==> src/rtl/btn_event_gen.sv <==
// Purpose: per-channel button synchroniser + debouncer + edge/auto-repeat event strobe.
//          Optional auto-repeat FSM is compiled in with `define BTN_EVT_AUTOREPEAT_EN.
// Latency: raw change -> level after 2+DB_CYCLES edges, pulse one edge after level; no backpressure.
module btn_event_gen #(
  parameter int N_BTN         = 4,
  parameter int DB_CYCLES     = 20000,
  parameter int EDGE_MODE     = 0,
  parameter int HOLD_DELAY    = 50000000,
  parameter int REPEAT_PERIOD = 10000000
) (
  input  logic             clk,
  input  logic             resetn,
  input  logic [N_BTN-1:0] btn,
  output logic [N_BTN-1:0] level,
  output logic [N_BTN-1:0] pulse
);

  localparam int            CW      = $clog2(DB_CYCLES + 1);
  localparam logic [CW-1:0] DB_LAST = CW'(DB_CYCLES - 1);

  // Reject configurations that would silently misbehave.
  if (EDGE_MODE < 0 || EDGE_MODE > 2) begin : g_bad_edge_mode
    $error("btn_event_gen: EDGE_MODE must be 0, 1 or 2");
  end
  if (N_BTN < 1 || DB_CYCLES < 1 || HOLD_DELAY < 1 || REPEAT_PERIOD < 1) begin : g_bad_param
    $error("btn_event_gen: N_BTN, DB_CYCLES, HOLD_DELAY and REPEAT_PERIOD must be >= 1");
  end

`ifdef BTN_EVT_AUTOREPEAT_EN
  localparam int            HMAX      = (HOLD_DELAY > REPEAT_PERIOD) ? HOLD_DELAY : REPEAT_PERIOD;
  localparam int            HW        = $clog2(HMAX + 1);
  localparam logic [HW-1:0] HOLD_LAST = HW'(HOLD_DELAY - 1);
  localparam logic [HW-1:0] REP_LAST  = HW'(REPEAT_PERIOD - 1);

  typedef enum logic [1:0] {
    IDLE      = 2'd0,
    WAIT_HOLD = 2'd1,
    REPEAT    = 2'd2
  } ar_state_t;
`endif

  for (genvar i = 0; i < N_BTN; i++) begin : g_ch
    logic          sync1;
    logic          sync2;
    logic          lvl;
    logic          lvl_d;
    logic          pls;
    logic [CW-1:0] cnt;
    logic          flip;
    logic          edge_evt;
    logic          rep_hit;

    // The level flips on this edge: DB_CYCLES-th consecutive disagreement.
    assign flip = (sync2 != lvl) && (cnt == DB_LAST);

    // Select which debounced transition produces an event strobe.
    always_comb begin
      edge_evt = 1'b0;
      case (EDGE_MODE)
        0:       edge_evt = lvl_d & ~lvl;
        1:       edge_evt = lvl & ~lvl_d;
        default: edge_evt = lvl ^ lvl_d;
      endcase
    end

`ifdef BTN_EVT_AUTOREPEAT_EN
    ar_state_t     state;
    logic [HW-1:0] hcnt;
    logic          rep_req;
    logic          rise_now;
    logic          fall_now;

    assign rise_now = flip & ~lvl;
    assign fall_now = flip & lvl;
    // A repeat request landing on the release edge is dropped.
    assign rep_hit  = rep_req & ~fall_now;

    // Auto-repeat FSM: hold timer, then periodic repeat requests while held.
    always_ff @(posedge clk) begin
      if (!resetn) begin
        state   <= IDLE;
        hcnt    <= '0;
        rep_req <= 1'b0;
      end else begin
        rep_req <= 1'b0;
        if (fall_now) begin
          state <= IDLE;
          hcnt  <= '0;
        end else begin
          case (state)
            IDLE: begin
              if (rise_now) begin
                state <= WAIT_HOLD;
                hcnt  <= '0;
              end
            end
            WAIT_HOLD: begin
              if (hcnt == HOLD_LAST) begin
                state   <= REPEAT;
                hcnt    <= '0;
                rep_req <= 1'b1;
              end else begin
                hcnt <= hcnt + 1'b1;
              end
            end
            REPEAT: begin
              if (hcnt == REP_LAST) begin
                hcnt    <= '0;
                rep_req <= 1'b1;
              end else begin
                hcnt <= hcnt + 1'b1;
              end
            end
            default: begin
              state <= IDLE;
              hcnt  <= '0;
            end
          endcase
        end
      end
    end
`else
    assign rep_hit = 1'b0;
`endif

    // Synchronise, debounce and register the event strobe.
    always_ff @(posedge clk) begin
      if (!resetn) begin
        sync1 <= 1'b0;
        sync2 <= 1'b0;
        lvl   <= 1'b0;
        lvl_d <= 1'b0;
        cnt   <= '0;
        pls   <= 1'b0;
      end else begin
        sync1 <= btn[i];
        sync2 <= sync1;
        lvl_d <= lvl;
        pls   <= edge_evt | rep_hit;
        if (sync2 == lvl) begin
          cnt <= '0;
        end else if (flip) begin
          cnt <= '0;
          lvl <= ~lvl;
        end else if (cnt != DB_LAST) begin
          cnt <= cnt + 1'b1;
        end
      end
    end

    assign level[i] = lvl;
    assign pulse[i] = pls;
  end

endmodule
==> config.mk <==
export PLATFORM = sky130hd
export DESIGN_NAME = btn_event_gen
export DESIGN_NICKNAME = d
export VERILOG_FILES = /design/src/rtl/btn_event_gen.sv
export SDC_FILE = /design/constraint.sdc
export NUM_CORES = 1
export LEC_CHECK = 0
export BUFFER_PORTS_ARGS = -buffer_cell sky130_fd_sc_hd__buf_2
export CAP_MARGIN = 20
export CELL_PAD_IN_SITES_DETAIL_PLACEMENT = 1
export CELL_PAD_IN_SITES_GLOBAL_PLACEMENT = 1
export CORE_ASPECT_RATIO = 1.25
export CORE_MARGIN = 5
export CORE_UTILIZATION = 40
export DETAILED_ROUTE_END_ITERATION = 10
export GPL_TIMING_DRIVEN = 0
export MAX_ROUTING_LAYER = met4
export PLACE_DENSITY = 0.67
export SLEW_MARGIN = 40
export SYNTH_ARGS = -nofsm -noshare
export SYNTH_HDL_FRONTEND = slang
export SYNTH_SLANG_ARGS = --single-unit
==> constraint.sdc <==
create_clock -name clk -period 2.7 [get_ports clk]
set_input_delay 0.54 -clock clk [delete_from_list [all_inputs] [get_ports clk]]
set_output_delay 0.54 -clock clk [all_outputs]
set_load 0.01 [all_outputs]
==> flow_metrics.py, run 1 <==
metrics = {
    "clocking": {
        "cts_tree": "yes",
        "clock_latency_ns": 0.35,
        "cts_setup_buffers": 0,
        "cts_sinks": 80,
        "clkSlewWorstSetupHoldPaths_ns": 0.08,
        "cts-root-buf": "clkbuf_8",
        "cts_made_buffers": 9,
        "cts_resized": 0,
        "clock_path_buffers": 2,
        "cts_htree_levels": 3,
        "ctsHoldBuffers": 0,
    },
    "logic_synthesis": {
        "synth_nets": 378,
        "yosys.area.top_type_share_pct": 48.4,
        "ys_types": 29,
        "synth.most_common_cell": "dfxtp_1",
        "synth_xor_area_share_pct": 14.6,
        "netlist_instances": 368,
        "netlist_area_um2": 3310,
        "ys_ff_latch": 80,
        "yosysTopAreaCell": "dfxtp_1",
        "synth.top_cells.by_count": "dfxtp_1, nor2_1, xnor2_1",
        "yosys_warnings": 0,
        "synth_edf_count": 0,
        "synthAdderAreaFrac_pct": 1.51,
        "async_reset_ff_share_pct": 0,
        "synthSimpleGateAreaFrac_pct": 29.7,
        "ys_seq_area_share_pct": 48.4,
        "ys_top_cells_by_area": "dfxtp_1, xnor2_1, nor2_1",
        "synthMuxAreaShare_pct": 0.303,
        "avgSynthCellArea_um2": 8.98,
        "synth_top_family_by_area": "simple AND/OR/NAND/NOR gates",
        "synth-compound-area-share_pct": 0.833,
        "synth_ff_type": "dfxtp_1",
    },
    "timing": {
        "rsz0062_at_grt": "no",
        "max_slew.worst_pin.slew_ns": 0.484,
        "period_share_pct": 73.9,
        "finalCriticalPeriod_ns": 2.00,
        "tns_ns": 0,
        "setup_viol": 0,
        "fmax_ghz": 0.501,
        "max_slew_margin_pct": 67.7,
        "hold_violations": 0,
        "drv_slew": 0,
        "skew_ns": 0.00872,
    },
    "final_layout": {
        "final_nets": 401,
        "seq_area_um2": 1600,
        "n_antenna_cell": 0,
        "multi_input_area_um2": 1550,
        "finish.instance_area_um2": 3680,
        "syn_to_final_growth_pct": 11.5,
        "drive_above_1_share_pct": 10.4,
        "n_fill_cell": 979,
        "fin_util_pct": 45.2,
    },
    "grt": {
        "grt_max_degree": 14,
        "grt_util_all_layers_pct": 14.4,
        "overflow": 0,
        "grt_pass1_vias": 2630,
        "antenna_found_initial": 0,
        "grt_first_pass_wirelength_um": 11700,
    },
    "detailed_routing": {
        "antenna_left": 0,
        "drt_iter0_drc": 75,
        "wl_per_cell_um": 13.2,
        "vias": 2488,
        "routed_wl_um": 6500,
        "drc": 0,
        "drtPass1Iterations": 4,
        "viasPerCell": 5.05,
    },
    "worst_hold_path": {
        "hold_path_class": "in -> reg",
    },
    "setup_path": {
        "end_kind": "flip-flop",
        "slowest_stage": "or4_4",
        "crit_path_end": "g_ch[1].cnt[5]$_SDFFE_PP0P_",
        "cp.depth": 6,
        "cp_top_family": "simple AND/OR/NAND/NOR gates",
        "cp.arrival_ns": 2.25,
        "reg2reg_depth": 6,
        "r2r-start": "g_ch[1].cnt[0]$_SDFFE_PP0P_",
        "path_class": "reg -> reg",
        "critPathMaxFanout": 10,
        "r2r_setup_slack_ns": 0.70,
        "critical_path.startpoint_type": "flip-flop",
        "worstSetupStartpoint": "g_ch[1].cnt[0]$_SDFFE_PP0P_",
        "crit_required_ns": 2.95,
        "cp_num_buf_inv": 1,
        "rr_endpoint": "g_ch[1].cnt[5]$_SDFFE_PP0P_",
        "cpPeakStageDelay_ns": 0.59,
        "crit_chain": "ha_1, nand4_1, or4_4, nand3_2, buf_6, nor2_1",
    },
    "floorplan": {
        "die_area_um2": 10200,
        "num_rows": 37,
        "io_pins": 14,
        "start_util_pct": 40.6,
        "die_x_um": 91.3,
        "die-height_um": 112,
        "core_area_um2": 8150,
    },
    "place": {
        "hpwl_um": 4530,
        "routabilityCongestion": 0.752,
        "place_area_um2": 3490,
        "port_buffers": 12,
    },
    "flow_run": {
        "cap_violations": 0,
    },
    "outcome": {
        "status": "finished clean",
    },
    "power_and_ir_drop": {
        "power.density_nw_per_um2": 572,
        "p_leak_nw": 1.24,
        "irDropWorstVdd_mv": 0.334,
    },
}
## area by class of cell
class	count	area share (%)
Buffer	17	2.95
Timing Repair Buffer	12	1.63
Clock buffer	11	3.84
Multi-Input combinational cell	259	42.1
Clock inverter	5	1.53
Inverter	12	1.22
Tap cell	97	3.29
Sequential cell	80	43.5
## power breakdown
part	internal [W]	switching (W)
clock network	0.000451	0.000439
registers	0.00119	0.00000419
logic	0.0000105	0.0000181
total	0.00165	0.000461
## worst min-delay path by stage
| stage | startpoint | end | cells past startpoint |
|---|---|---|---|
| floorplan | g_ch[0].lvl_d$_SDFF_PN0_ | g_ch[0].pls$_SDFF_PN0_ | 2 |
| global placement | g_ch[3].lvl_d$_SDFF_PN0_ | g_ch[3].pls$_SDFF_PN0_ | 2 |
| detailed placement | g_ch[1].lvl_d$_SDFF_PN0_ | g_ch[1].pls$_SDFF_PN0_ | 2 |
| CTS | btn[1] | g_ch[1].sync1$_SDFF_PN0_ | 2 |
| global route | btn[1] | g_ch[1].sync1$_SDFF_PN0_ | 2 |
| finish | btn[1] | g_ch[1].sync1$_SDFF_PN0_ | 2 |
## sequential cells by signal, summed over array words and instances (netlist names)
signal,cells
g_ch.cnt,60
g_ch.lvl,4
g_ch.lvl_d,4
g_ch.pls,4
g_ch.sync1,4
g_ch.sync2,4
## per-stage QoR
stage / total power, W / instances / hold slack (ns) / setup WS, ns
after floorplan: 0.00124 / 368 / 0.395 / 0.990
after global placement: 0.00125 / 477 / 0.399 / 0.711
after detailed placement: 0.00125 / 477 / 0.410 / 0.709
after CTS: 0.00215 / 493 / 0.368 / 0.681
after global routing: 0.00219 / 493 / 0.371 / 0.505
final: 0.00211 / 493 / 0.385 / 0.704
## cells by family (layout without fill, tap and decap cells)
group / count (synthesis) / after routing
buffers and inverters: 29 / 57
AO/OA/AOI/OAI: 5 / 5
multiplexers: 1 / 1
flip-flops: 80 / 80
XOR/XNOR: 55 / 55
AND/OR/NAND/NOR: 194 / 194
adder cells (fa/ha/maj): 4 / 4
## metal layers
metal	routed length (um)	track usage [%]
met2	3040	22.9
met3	151	2.57
met4	206	8.61
met1	3100	16.7
met5	0	-
## cells in the final DEF, fill, tap and decap left out, types with 2 or more instances in the layout
| cell | count |
|---|---|
| clkbuf_8 | 10 |
| nor4b_1 | 2 |
| or4_4 | 2 |
| buf_4 | 8 |
| nand3_2 | 2 |
| xor2_1 | 24 |
| nor3_1 | 11 |
| buf_6 | 2 |
| and2_1 | 12 |
| or3_1 | 3 |
| and4_1 | 4 |
| nand3_1 | 20 |
| clkinv_2 | 2 |
| nand2_1 | 27 |
| o21ai_0 | 3 |
| ha_1 | 4 |
| or4_1 | 2 |
| nor2_1 | 68 |
| buf_2 | 12 |
| nor4_1 | 12 |
| dfxtp_1 | 80 |
| xnor2_1 | 31 |
| and3_1 | 4 |
| inv_1 | 12 |
| nand4_1 | 22 |
| clkbuf_1 | 8 |
No activity file was read; power rests on OpenSTA's default activity.
==> run 2: changes to the inputs <==
- PLACE_DENSITY: 0.67 -> 0.69
- clock period: 2.7 -> 1.65 ns (I/O delays scaled with it)
==> run 2 against run 1 <==
Net effect:
- the run now ends with negative setup slack left
- largest cell class is now multi-input combinational cells
- critical path type unchanged
- maximum frequency up 14%
- global-route usage up 1.4 points
- core utilization rose by 3.7 points
- cell count increased by 2.8%
- highest routed layer unchanged
- hold slack got worse by 0.20 ns
- wire length grew 12%
- die area stayed put
==> flow_metrics.py, run 2 (same netlist as run 1, synthesis figures left out) <==
metrics = {
    "final_layout": {
        "drive_above_1_share_pct": 22.4,
        "mostFrequentLayoutCells": "dfxtp_1, nor2_1, xnor2_1",
        "syn_to_final_growth_pct": 20.6,
        "n_antenna_cell": 0,
        "final_nets": 415,
        "largest-register": "g_ch.cnt",
        "fin_util_pct": 48.9,
        "largest_register_ffs": 60,
        "layout_commonest_cell": "dfxtp_1",
    },
    "clocking": {
        "cts_made_buffers": 9,
        "cts_tree": "yes",
        "clock_path_buffers": 2,
        "clkSlewWorstSetupHoldPaths_ns": 0.09,
        "cts-root-buf": "clkbuf_8",
        "cts_sinks": 80,
        "cts_htree_levels": 3,
        "clock_latency_ns": 0.35,
    },
    "flow_run": {
        "cap_violations": 0,
    },
    "timing": {
        "period_share_pct": 106,
        "drv_slew": 0,
        "rsz0062_at_grt": "yes",
        "finalCriticalPeriod_ns": 1.75,
        "fmax_ghz": 0.571,
        "tns_ns": -1.76,
        "skew_ns": 0.00747,
        "fin_ws_ns": -0.101,
        "hold_ws_ns": 0.183,
        "setup_viol": 31,
        "max_slew.worst_pin.slew_ns": 0.617,
        "max_slew_margin_pct": 58.8,
        "hold_violations": 0,
    },
    "floorplan": {
        "io_pins": 14,
        "die_x_um": 91.3,
        "die_area_um2": 10200,
        "core_area_um2": 8150,
        "num_rows": 37,
        "start_util_pct": 40.6,
        "die-height_um": 112,
    },
    "grt": {
        "grt_max_degree": 14,
        "grt_util_all_layers_pct": 15.8,
        "overflow": 0,
        "grt_first_pass_wirelength_um": 12800,
        "antenna_found_initial": 0,
        "grt_pass1_vias": 2661,
    },
    "place": {
        "port_buffers": 12,
        "routabilityCongestion": 0.774,
        "hpwl_um": 4690,
    },
    "detailed_routing": {
        "routed_wl_um": 7250,
        "drtPass1Iterations": 4,
        "drc": 0,
        "wl_per_cell_um": 14.3,
        "antenna_left": 0,
        "drt_iter0_drc": 115,
        "viasPerCell": 5.14,
        "vias": 2608,
    },
    "worst_hold_path": {
        "hold_path_class": "in -> reg",
    },
    "outcome": {
        "violations": "negative setup slack",
        "status": "finished, violations left",
    },
    "setup_path": {
        "crit_required_ns": 1.90,
        "end_kind": "flip-flop",
        "critical_path.startpoint_type": "flip-flop",
        "critPathMaxFanout": 5,
        "path_class": "reg -> reg",
        "cp.arrival_ns": 2.00,
    },
    "power_and_ir_drop": {
        "p_leak_nw": 1.32,
        "irDropWorstVdd_mv": 0.462,
        "power.density_nw_per_um2": 911,
    },
}
-- run 2: final timing paths --
| check | start | to | slack, ns | cells after the start |
|---|---|---|---|---|
| worst min register to register | g_ch[1].lvl_d$_SDFF_PN0_ | g_ch[1].pls$_SDFF_PN0_ | 0.42 | 2 |
| worst min-delay path | btn[2] | g_ch[2].sync1$_SDFF_PN0_ | 0.18 | 2 |
| worst max register to register | g_ch[1].cnt[6]$_SDFFE_PP0P_ | g_ch[1].cnt[1]$_SDFFE_PP0P_ | -0.10 | 5 |
| worst max-delay path | g_ch[1].cnt[6]$_SDFFE_PP0P_ | g_ch[1].cnt[1]$_SDFFE_PP0P_ | -0.10 | 5 |
-- run 2: cell type report --
class	count	area (um^2)
Tap cell	97	121
Timing Repair Buffer	26	180
Inverter	12	45.0
Fill cell	957	4160
Clock inverter	5	80.1
Buffer	17	131
Sequential cell	80	1620
Clock buffer	11	141
Multi-Input combinational cell	259	1670
-- run 2: layer usage --
layer,vias to the layer above,share of wire [%],track usage [%]
li1,1314,-,-
met1,1263,45,17.9
met2,23,52,26.5
met3,8,2.3,3.51
met4,0,1.4,6.75
met5,-,0,-
-- run 2: per-stage QoR --
stage,power (W),setup WS [ns],std cells,area (um^2)
after floorplan,0.00203,-0.0183,368,3340
after global placement,0.00204,-0.294,477,3520
after detailed placement,0.00205,-0.334,477,3520
after CTS,0.00368,-0.0976,503,3880
after global routing,0.00377,-0.132,507,3990
final,0.00363,-0.101,507,3990
-- run 2: worst max-delay path: stages (launching register included) --
cell	delay (ns)
dfxtp_4	0.35
or4_1	0.50
or4_4	0.47
nand3_4	0.14
buf_6	0.14
nor2_2	0.04
-- run 2: power breakdown --
part	internal [W]	leakage [nW]	switching [W]	total, W
Clock	0.000892	0.106	0.000725	0.00162
Combinational	0.0000288	0.566	0.0000386	0.0000674
Sequential	0.00194	0.652	0.00000792	0.00195
-- run 2: what timing repair did --
action | 4_1_cts | 5_1_grt
gates cloned | 2 | 0
endpoints found under the setup margin | 47 | 51
gates resized for setup | 26 | 24
buffers inserted | 8 | 4
pin swaps | 18 | 7
hold buffers | 0 | 0
==> run 3: changes to the inputs <==
- CORE_MARGIN: 5 -> unset
- PLACE_DENSITY: 0.69 -> 0.67
- SLEW_MARGIN: 40 -> 20
- clock period: 1.65 -> 2.1 ns (I/O delays scaled with it)
==> run 3 against run 2 <==
Net effect:
- the flow now finishes without violations
- first-iteration DRC count fell by 67%
- maximum frequency fell by 11%
- combinational power fell by 46%
- critical path depth rose by 1
- global-route usage rose by 1.1 points
- total power fell by 28%
- via count fell by 5.3%
- die area fell by 15%
- wire length fell by 11%
==> flow_metrics.py, run 3 (same netlist as run 1, synthesis figures left out) <==
metrics = {
    "detailed_routing": {
        "wl_per_cell_um": 13.1,
        "antenna_left": 0,
        "drc": 0,
        "drtPass1Iterations": 4,
        "vias": 2469,
        "drt_iter0_drc": 38,
        "viasPerCell": 5.05,
        "routed_wl_um": 6420,
    },
    "clocking": {
        "cts_tree": "yes",
        "cts_made_buffers": 9,
        "cts_setup_buffers": 0,
        "clkSlewWorstSetupHoldPaths_ns": 0.08,
        "cts_resized": 0,
        "cts-root-buf": "clkbuf_8",
        "clock_path_buffers": 2,
        "ctsHoldBuffers": 0,
        "cts_sinks": 80,
        "cts_htree_levels": 3,
        "clock_latency_ns": 0.35,
    },
    "floorplan": {
        "io_pins": 14,
        "die_area_um2": 8630,
        "die_x_um": 83.3,
        "die-height_um": 104,
        "num_rows": 36,
        "start_util_pct": 41.9,
        "core_area_um2": 7880,
    },
    "setup_path": {
        "rr_endpoint": "g_ch[1].cnt[11]$_SDFFE_PP0P_",
        "crit_required_ns": 2.34,
        "r2r-start": "g_ch[1].cnt[0]$_SDFFE_PP0P_",
        "r2r_setup_slack_ns": 0.14,
        "reg2reg_depth": 6,
        "end_kind": "flip-flop",
        "cp.arrival_ns": 2.21,
        "critPathMaxFanout": 10,
        "critical_path.startpoint_type": "flip-flop",
        "path_class": "reg -> reg",
    },
    "worst_hold_path": {
        "min_path_cells": 2,
        "hold_start": "btn[2]",
        "min_to": "g_ch[2].sync1$_SDFF_PN0_",
        "hold_path_class": "in -> reg",
    },
    "timing": {
        "max_slew_margin_pct": 63.0,
        "tns_ns": 0,
        "fmax_ghz": 0.510,
        "max_slew.worst_pin.slew_ns": 0.554,
        "drv_slew": 0,
        "finalCriticalPeriod_ns": 1.96,
        "period_share_pct": 93.4,
        "rsz0062_at_grt": "no",
        "setup_viol": 0,
        "skew_ns": 0.00567,
        "hold_violations": 0,
    },
    "power_and_ir_drop": {
        "irDropWorstVdd_mv": 0.383,
        "power.density_nw_per_um2": 718,
        "power_w": 0.00263,
        "p_leak_nw": 1.23,
    },
    "outcome": {
        "status": "finished clean",
    },
    "final_layout": {
        "n_antenna_cell": 0,
        "mostFrequentLayoutCells": "dfxtp_1, nor2_1, xnor2_1",
        "final_nets": 399,
        "largest-register": "g_ch.cnt",
        "syn_to_final_growth_pct": 10.7,
        "largest_register_ffs": 60,
        "layout_commonest_cell": "dfxtp_1",
        "drive_above_1_share_pct": 10.4,
    },
    "place": {
        "port_buffers": 12,
        "routabilityCongestion": 0.752,
        "hpwl_um": 4530,
    },
    "grt": {
        "overflow": 0,
        "grt_first_pass_wirelength_um": 11400,
        "antenna_found_initial": 0,
        "grt_util_all_layers_pct": 16.9,
        "grt_pass1_vias": 2444,
        "grt_max_degree": 13,
    },
    "flow_run": {
        "cap_violations": 0,
    },
}
## run 3: changes by cell type in the layout (fill, tap and decap cells not counted), sizes merged
cell / previous run / this run
buf: 37 / 22
bufinv: 2 / 0
clkinv: 1 / 3
clkinvlp: 2 / 0
clkbuf: 17 / 18
## run 3: how the worst max path moves through the flow
stage | start | to | slack [ns] | cells past startpoint
finish | g_ch[1].cnt[0]$_SDFFE_PP0P_ | g_ch[1].cnt[11]$_SDFFE_PP0P_ | 0.14 | 6
global route | g_ch[3].cnt[0]$_SDFFE_PP0P_ | g_ch[3].cnt[10]$_SDFFE_PP0P_ | 0.03 | 6
CTS | g_ch[2].cnt[0]$_SDFFE_PP0P_ | g_ch[2].cnt[0]$_SDFFE_PP0P_ | 0.1 | 6
detailed placement | g_ch[2].cnt[0]$_SDFFE_PP0P_ | g_ch[2].cnt[10]$_SDFFE_PP0P_ | 0.11 | 6
global placement | g_ch[2].cnt[0]$_SDFFE_PP0P_ | g_ch[2].cnt[7]$_SDFFE_PP0P_ | 0.14 | 6
floorplan | g_ch[3].cnt[8]$_SDFFE_PP0P_ | g_ch[3].cnt[12]$_SDFFE_PP0P_ | 0.39 | 5
## run 3: final cells by class
cell class	count	area [um^2]
Fill cell	936	4220
Clock inverter	3	15.0
Clock buffer	13	169
Tap cell	95	119
Multi-Input combinational cell	259	1550
Inverter	12	45.0
Timing Repair Buffer	12	60.1
Buffer	15	101
Sequential cell	80	1600
## run 3: layer usage
layer  wire length [um]  vias up  track usage (%)  part of all wire, %
li1                   -     1276                -                    -
met1               3180     1168             20.7                   50
met2               2950       18             25.9                   46
met3                183        7             5.42                  2.9
met4                 95        0             6.28                  1.5
met5                  0        -                -                    0
## run 3: where the power goes
| group | internal (W) | switching, W | leakage [nW] |
|---|---|---|---|
| clock | 0.000521 | 0.000540 | 0.0992 |
| sequential | 0.00152 | 0.00000528 | 0.646 |
| combinational | 0.0000132 | 0.0000231 | 0.487 |
## run 3: stage by stage
step | hold WS (ns) | setup slack [ns] | cells | cell area (um^2) | util, %
floorplan | 0.395 | 0.390 | 368 | 3310 | -
global placement | 0.401 | 0.136 | 475 | 3480 | 44.2
detailed placement | 0.412 | 0.108 | 475 | 3480 | 44.2
CTS | 0.250 | 0.0955 | 491 | 3670 | 46.5
global route | 0.252 | 0.0283 | 489 | 3660 | 46.4
finish | 0.271 | 0.138 | 489 | 3660 | 46.4
## run 3: critical path: stages, from the launching register on
cell and delay [ns]:
dfxtp_1 0.41, ha_1 0.24, nand4_1 0.26, or4_4 0.58, nand3_2 0.15, buf_6 0.16
nor2_1 0.05
